**config.mk**
```make
export PLATFORM = sky130hd
export DESIGN_NAME = eth_frame_tx
export DESIGN_NICKNAME = d
export VERILOG_FILES = /design/src/rtl/eth_frame_tx.sv
export SDC_FILE = /design/constraint.sdc
export NUM_CORES = 1
export LEC_CHECK = 0
export CAP_MARGIN = 30
export CORE_AREA = 2 2 109 111
export DETAILED_ROUTE_END_ITERATION = 16
export DIE_AREA = 0 0 111 113
export PLACE_DENSITY = 0.78
export SYNTH_ARGS = -nofsm -noshare
export SYNTH_HDL_FRONTEND = slang
export SYNTH_SLANG_ARGS = --single-unit
```
**constraint.sdc**
```tcl
create_clock -name clk125MHz -period 7.25 [get_ports clk125MHz]
set_input_delay 0.725 -clock clk125MHz [delete_from_list [all_inputs] [get_ports clk125MHz]]
set_output_delay 0.725 -clock clk125MHz [all_outputs]
set_load 0.01 [all_outputs]
```
**src/rtl/eth_frame_tx.sv**
```systemverilog
// Ethernet frame generator: on an accepted start it emits preamble, SFD, MAC header,
// payload and CRC32 FCS as a GMII-style byte stream, then holds busy through the IFG.
module eth_frame_tx #(
  parameter logic [47:0] DST_MAC     = 48'hFFFFFFFFFFFF,
  parameter logic [47:0] SRC_MAC     = 48'h000A35010203,
  parameter logic [15:0] ETHERTYPE   = 16'h88B5,
  parameter int unsigned PAYLOAD_LEN = 46,
  parameter int unsigned IFG_LEN     = 12
) (
  input  logic        clk125MHz,
  input  logic        rst,
  input  logic        start_sending,
  input  logic [7:0]  txid,
  input  logic [7:0]  aux,
  input  logic [15:0] segment_num,
  output logic        busy,
  output logic [7:0]  tx_data,
  output logic        tx_en,
  output logic        tx_done
);

  localparam int unsigned CNT_W    = 11;
  localparam logic [111:0] HDR     = {DST_MAC, SRC_MAC, ETHERTYPE};
  localparam logic [31:0] CRC_POLY = 32'hEDB88320;
  localparam logic [31:0] CRC_INIT = 32'hFFFFFFFF;

  typedef enum logic [2:0] {
    S_IDLE, S_PRE, S_HDR, S_PAY, S_FCS, S_IFG
  } state_t;

  state_t           r_state;
  logic [CNT_W-1:0] r_cnt;
  logic [31:0]      r_crc;
  logic [7:0]       r_txid;
  logic [7:0]       r_aux;
  logic [15:0]      r_seg;

  state_t           w_nstate;
  logic [CNT_W-1:0] w_ncnt;
  logic             w_start;
  logic [7:0]       w_byte;

  // One byte of the reflected IEEE 802.3 CRC32, LSB first.
  function automatic logic [31:0] crc_step(input logic [31:0] crc, input logic [7:0] d);
    logic [31:0] c;
    c = crc ^ {24'h000000, d};
    for (int i = 0; i < 8; i++) begin
      c = c[0] ? ((c >> 1) ^ CRC_POLY) : (c >> 1);
    end
    return c;
  endfunction

  // Next state and byte index: the registered outputs always describe (w_nstate, w_ncnt).
  always_comb begin
    w_nstate = r_state;
    w_ncnt   = r_cnt + CNT_W'(1);
    w_start  = 1'b0;
    case (r_state)
      S_IDLE: begin
        w_ncnt = '0;
        if (start_sending) begin
          w_nstate = S_PRE;
          w_start  = 1'b1;
        end
      end
      S_PRE: if (r_cnt == CNT_W'(7)) begin
        w_nstate = S_HDR;
        w_ncnt   = '0;
      end
      S_HDR: if (r_cnt == CNT_W'(13)) begin
        w_nstate = S_PAY;
        w_ncnt   = '0;
      end
      S_PAY: if (r_cnt == CNT_W'(PAYLOAD_LEN - 1)) begin
        w_nstate = S_FCS;
        w_ncnt   = '0;
      end
      S_FCS: if (r_cnt == CNT_W'(3)) begin
        w_nstate = S_IFG;
        w_ncnt   = '0;
      end
      S_IFG: if (r_cnt == CNT_W'(IFG_LEN - 1)) begin
        w_nstate = S_IDLE;
        w_ncnt   = '0;
      end
      default: begin
        w_nstate = S_IDLE;
        w_ncnt   = '0;
      end
    endcase
  end

  // Byte to put on the wire for the next cycle.
  always_comb begin
    w_byte = 8'h00;
    case (w_nstate)
      S_PRE: w_byte = (w_ncnt == CNT_W'(7)) ? 8'hD5 : 8'h55;
      S_HDR: w_byte = 8'(HDR >> (7'd104 - {w_ncnt[3:0], 3'b000}));
      S_PAY: begin
        case (w_ncnt)
          CNT_W'(0): w_byte = r_txid;
          CNT_W'(1): w_byte = r_aux;
          CNT_W'(2): w_byte = r_seg[15:8];
          CNT_W'(3): w_byte = r_seg[7:0];
          default:   w_byte = w_ncnt[7:0];
        endcase
      end
      S_FCS: w_byte = 8'(~r_crc >> {w_ncnt[1:0], 3'b000});
      default: w_byte = 8'h00;
    endcase
  end

  always_ff @(posedge clk125MHz) begin
    if (rst) begin
      r_state <= S_IDLE;
      r_cnt   <= '0;
      r_crc   <= CRC_INIT;
      r_txid  <= '0;
      r_aux   <= '0;
      r_seg   <= '0;
      busy    <= 1'b0;
      tx_en   <= 1'b0;
      tx_done <= 1'b0;
      tx_data <= 8'h00;
    end else begin
      r_state <= w_nstate;
      r_cnt   <= w_ncnt;
      busy    <= (w_nstate != S_IDLE);
      tx_en   <= (w_nstate inside {S_PRE, S_HDR, S_PAY, S_FCS});
      tx_done <= (w_nstate == S_FCS) && (w_ncnt == CNT_W'(3));
      tx_data <= w_byte;
      if (w_start) begin
        r_txid <= txid;
        r_aux  <= aux;
        r_seg  <= segment_num;
      end
      // CRC restarts on the SFD and accumulates header and payload bytes only.
      if (w_nstate == S_PRE && w_ncnt == CNT_W'(7)) begin
        r_crc <= CRC_INIT;
      end else if (w_nstate == S_HDR || w_nstate == S_PAY) begin
        r_crc <= crc_step(r_crc, w_byte);
      end
    end
  end

endmodule
```
==> results.ini <==
[detailed_routing]
num_vias = 4901
drt_iter0_drc = 433
vias_per_cell = 6.051
drtPass1Iterations = 6
drc = 0
antenna_left = 0
wl_per_cell_um = 18.51
drt_wl_total_mm = 15.00

[setup_path]
cp_slowest_stage_delay_ps = 730
startpoint = r_cnt[0]$_SDFF_PP0_
critPathMaxFanout = 15
crit_chain = ha_1 > nor3b_1 > a31oi_1 > or3_1 > nor2_4 > nor2_1 > ha_1 > inv_1 > ha_1 > o21ai_0 > a211oi_1 > o211ai_1 > o311ai_4 > xor2_2 > xnor3_2 > xnor2_4 > xnor2_1 > xnor2_1 > o211ai_2
critical_path_arrival_ps = 5760
critPathSlowestCell = dfxtp_1
end_kind = register
r2r_slack_ps = 1710
worstReg2RegEnd = r_crc[19]$_SDFFE_PP1P_
cpMostUsedCell = ha_1
criticalPathCategory = register to register
rr_startpoint = r_cnt[0]$_SDFF_PP0_
r2r_cells = 19
critical_path_required_ps = 7470
crit_end = r_crc[19]$_SDFFE_PP1P_
start_kind = register

[synthesis]
synth_flop_cell = dfxtp_1
ys_top_cells_by_area = dfxtp_1, nand2_1, xnor2_1
async_reset_ff_frac = 0
synth.top_cell.area_share = 0.3222
syn_inst = 643
avgSynthCellArea_um2 = 8.599
synthDistinctLibCells = 82
synth_seq_area_share = 0.3222
synth_edf_count = 0
yosys_warnings = 0
synthMostInstantiatedCell = nand2_1
synth_commonest_cells = nand2_1, dfxtp_1, nor2_1, a21oi_1, xnor2_1
yosys_register_bits = 89
syn_nets = 683
synth.cell_area_um2 = 5529
synth_top_area_cell = dfxtp_1

[cts]
cts_sinks = 89
cts_tree = built
ctsLongestPathBuffers = 2
post_cts_buffers = 0
clk_pin_slew_ps = 60
cts_resized = 0
cts_buffers = 9
clkLatencyLatePin_ps = 350
cts_max_level = 3
postCtsHoldBufs = 0
cts-root-buf = clkbuf_16

[run]
drv_cap = 0

[sta]
tns_ps = 0
hold_violations = 0
max-slew-margin-rel = 0.2964
finalCritPeriodShare = 0.7646
fin_crit_ps = 5543
final.setup.worst_slack_ps = 1707
fmax_ghz = 0.1804
setup_violations = 0
final_max_slew_viol_count = 0
finalClockSkew_ps = 9.188
rsz0062_at_grt = no
worst_pin_slew_ps = 1048

[place]
place.gp.congestion = 0.9881
numPortBuffers = 45
post-place-ws_ps = 1823
hpwl_mm = 10.92

[grt]
grt_pass1_vias = 4619
antenna_found_initial = 0
grt_use_total = 0.2441
grt-ovfl-total = 0
grt_pass1_wl_mm = 24.48
grt_max_degree = 56

[die]
die_y_um = 113
coreArea_um2 = 11270
die_x_um = 111
core.rowCount = 39
start_util = 0.4905
die-area_um2 = 12540
ioPinCount = 46

[hold_path]
min-delay-path-class = register to register

[cells_and_area]
diodes = 0
area_growth_pct = 14.23
layout.nets = 702
drive_gt1_frac = 0.1064
fin_util = 0.5603

[power_and_ir_drop]
cellPowerDensity_nw_per_um2 = 208.8
leakage_uw = 0.002465
ir_worst_vdd_mv = 0.1144

[outcome]
status = completed

==> flip-flops by register name (all words and copies together) (netlist names) <==
| register | cells |
|---|---|
| r_state | 3 |
| tx_done | 1 |
| r_seg | 16 |
| tx_en | 1 |
| tx_data | 8 |
| r_aux | 8 |
| r_crc | 32 |
| r_cnt | 11 |
| busy | 1 |
| r_txid | 8 |
==> kinds of logic (layout without fill, tap and decap cells) <==
| kind of cell | Yosys count | in the layout | share of synthesized area |
|---|---|---|---|
| flip-flops | 89 | 89 | 0.3222 |
| buffers and inverters | 54 | 78 | 0.04367 |
| XOR/XNOR | 74 | 74 | 0.1571 |
| adder cells (fa/ha/maj) | 5 | 5 | 0.01131 |
| multiplexers | 13 | 13 | 0.02421 |
| AO/OA/AOI/OAI | 165 | 165 | 0.2283 |
| AND/OR/NAND/NOR | 243 | 243 | 0.2132 |
==> layer usage <==
layer | GRT usage | vias up | wire [µm]
met3 | 0.05624 | 31 | 1048
met2 | 0.3935 | 194 | 6952
met1 | 0.3253 | 2337 | 6608
met4 | 0.08250 | 0 | 385
li1 | - | 2339 | -
met5 | 0 | - | 0
==> worst max-delay path, delay by kind of cell (launching register included) <==
kind / cells / cell delay [ps]
XOR/XNOR: 5 / 1470
buffers and inverters: 1 / 70
adder cells (fa/ha/maj): 3 / 920
AO/OA/AOI/OAI: 6 / 900
AND/OR/NAND/NOR: 4 / 1330
flip-flops: 1 / 730
==> final cells by class <==
class | instances | area, µm²
clock buffers | 10 | 239.0
clock inverters | 6 | 40.04
fillers | 1022 | 4956
inverters | 10 | 37.54
multi-input cells | 500 | 3508
flip-flops and latches | 89 | 1782
well taps | 143 | 178.9
repair buffers | 52 | 530.5
==> layout by cell type (no fill, tap or decap), drive strengths merged, types with 4 or more instances in the layout <==
master         netlist  layout
nand2              108     108
dfxtp               89      89
nor2                51      51
xnor2               45      45
clkdlybuf4s50        0      44
a21oi               43      43
o211ai              24      24
xor2                23      23
o21ai               21      21
nand3               14      14
nor3                14      14
a31oi               13      13
inv                 10      12
a22oi               12      12
mux2i               10      10
clkbuf              32      10
nor4                10      10
or3                  9       9
buf                 12       8
o21a                 7       7
nor2b                6       6
a221oi               6       6
nand4                5       5
ha                   5       5
xnor3                5       5
a211oi               5       5
and3                 4       4
a32oi                4       4
==> where the power goes <==
part,switching [µW],internal (µW),total (µW)
registers,13.8,509,522
clock network,203,242,446
logic,193,157,350
==> worst min path at each step <==
stage,depth (start not counted),slack (ps),start,endpoint
detailed placement,2,450,r_aux[5]$_SDFFE_PP0P_,r_aux[5]$_SDFFE_PP0P_
floorplan,2,440,r_seg[0]$_SDFFE_PP0P_,r_seg[0]$_SDFFE_PP0P_
CTS,2,460,r_aux[5]$_SDFFE_PP0P_,r_aux[5]$_SDFFE_PP0P_
finish,2,460,r_aux[5]$_SDFFE_PP0P_,r_aux[5]$_SDFFE_PP0P_
global route,2,470,r_aux[5]$_SDFFE_PP0P_,r_aux[5]$_SDFFE_PP0P_
global placement,2,440,r_seg[4]$_SDFFE_PP0P_,r_seg[4]$_SDFFE_PP0P_
==> through the flow <==
| step | std cells | hold WS (ps) | power [µW] | area (µm²) |
|---|---|---|---|---|
| 4_1_cts | 809 | 455.1 | 1315 | 6296 |
| 5_1_grt | 810 | 472.3 | 1373 | 6316 |
| 3_3_place_gp | 792 | 443.5 | 865.9 | 5989 |
| 2_1_floorplan | 643 | 435.7 | 789.0 | 5529 |
| 6_report | 810 | 455.8 | 1319 | 6316 |
| 3_5_place_dp | 793 | 446.3 | 874.8 | 6017 |
No activity file was read; power rests on OpenSTA's default activity.
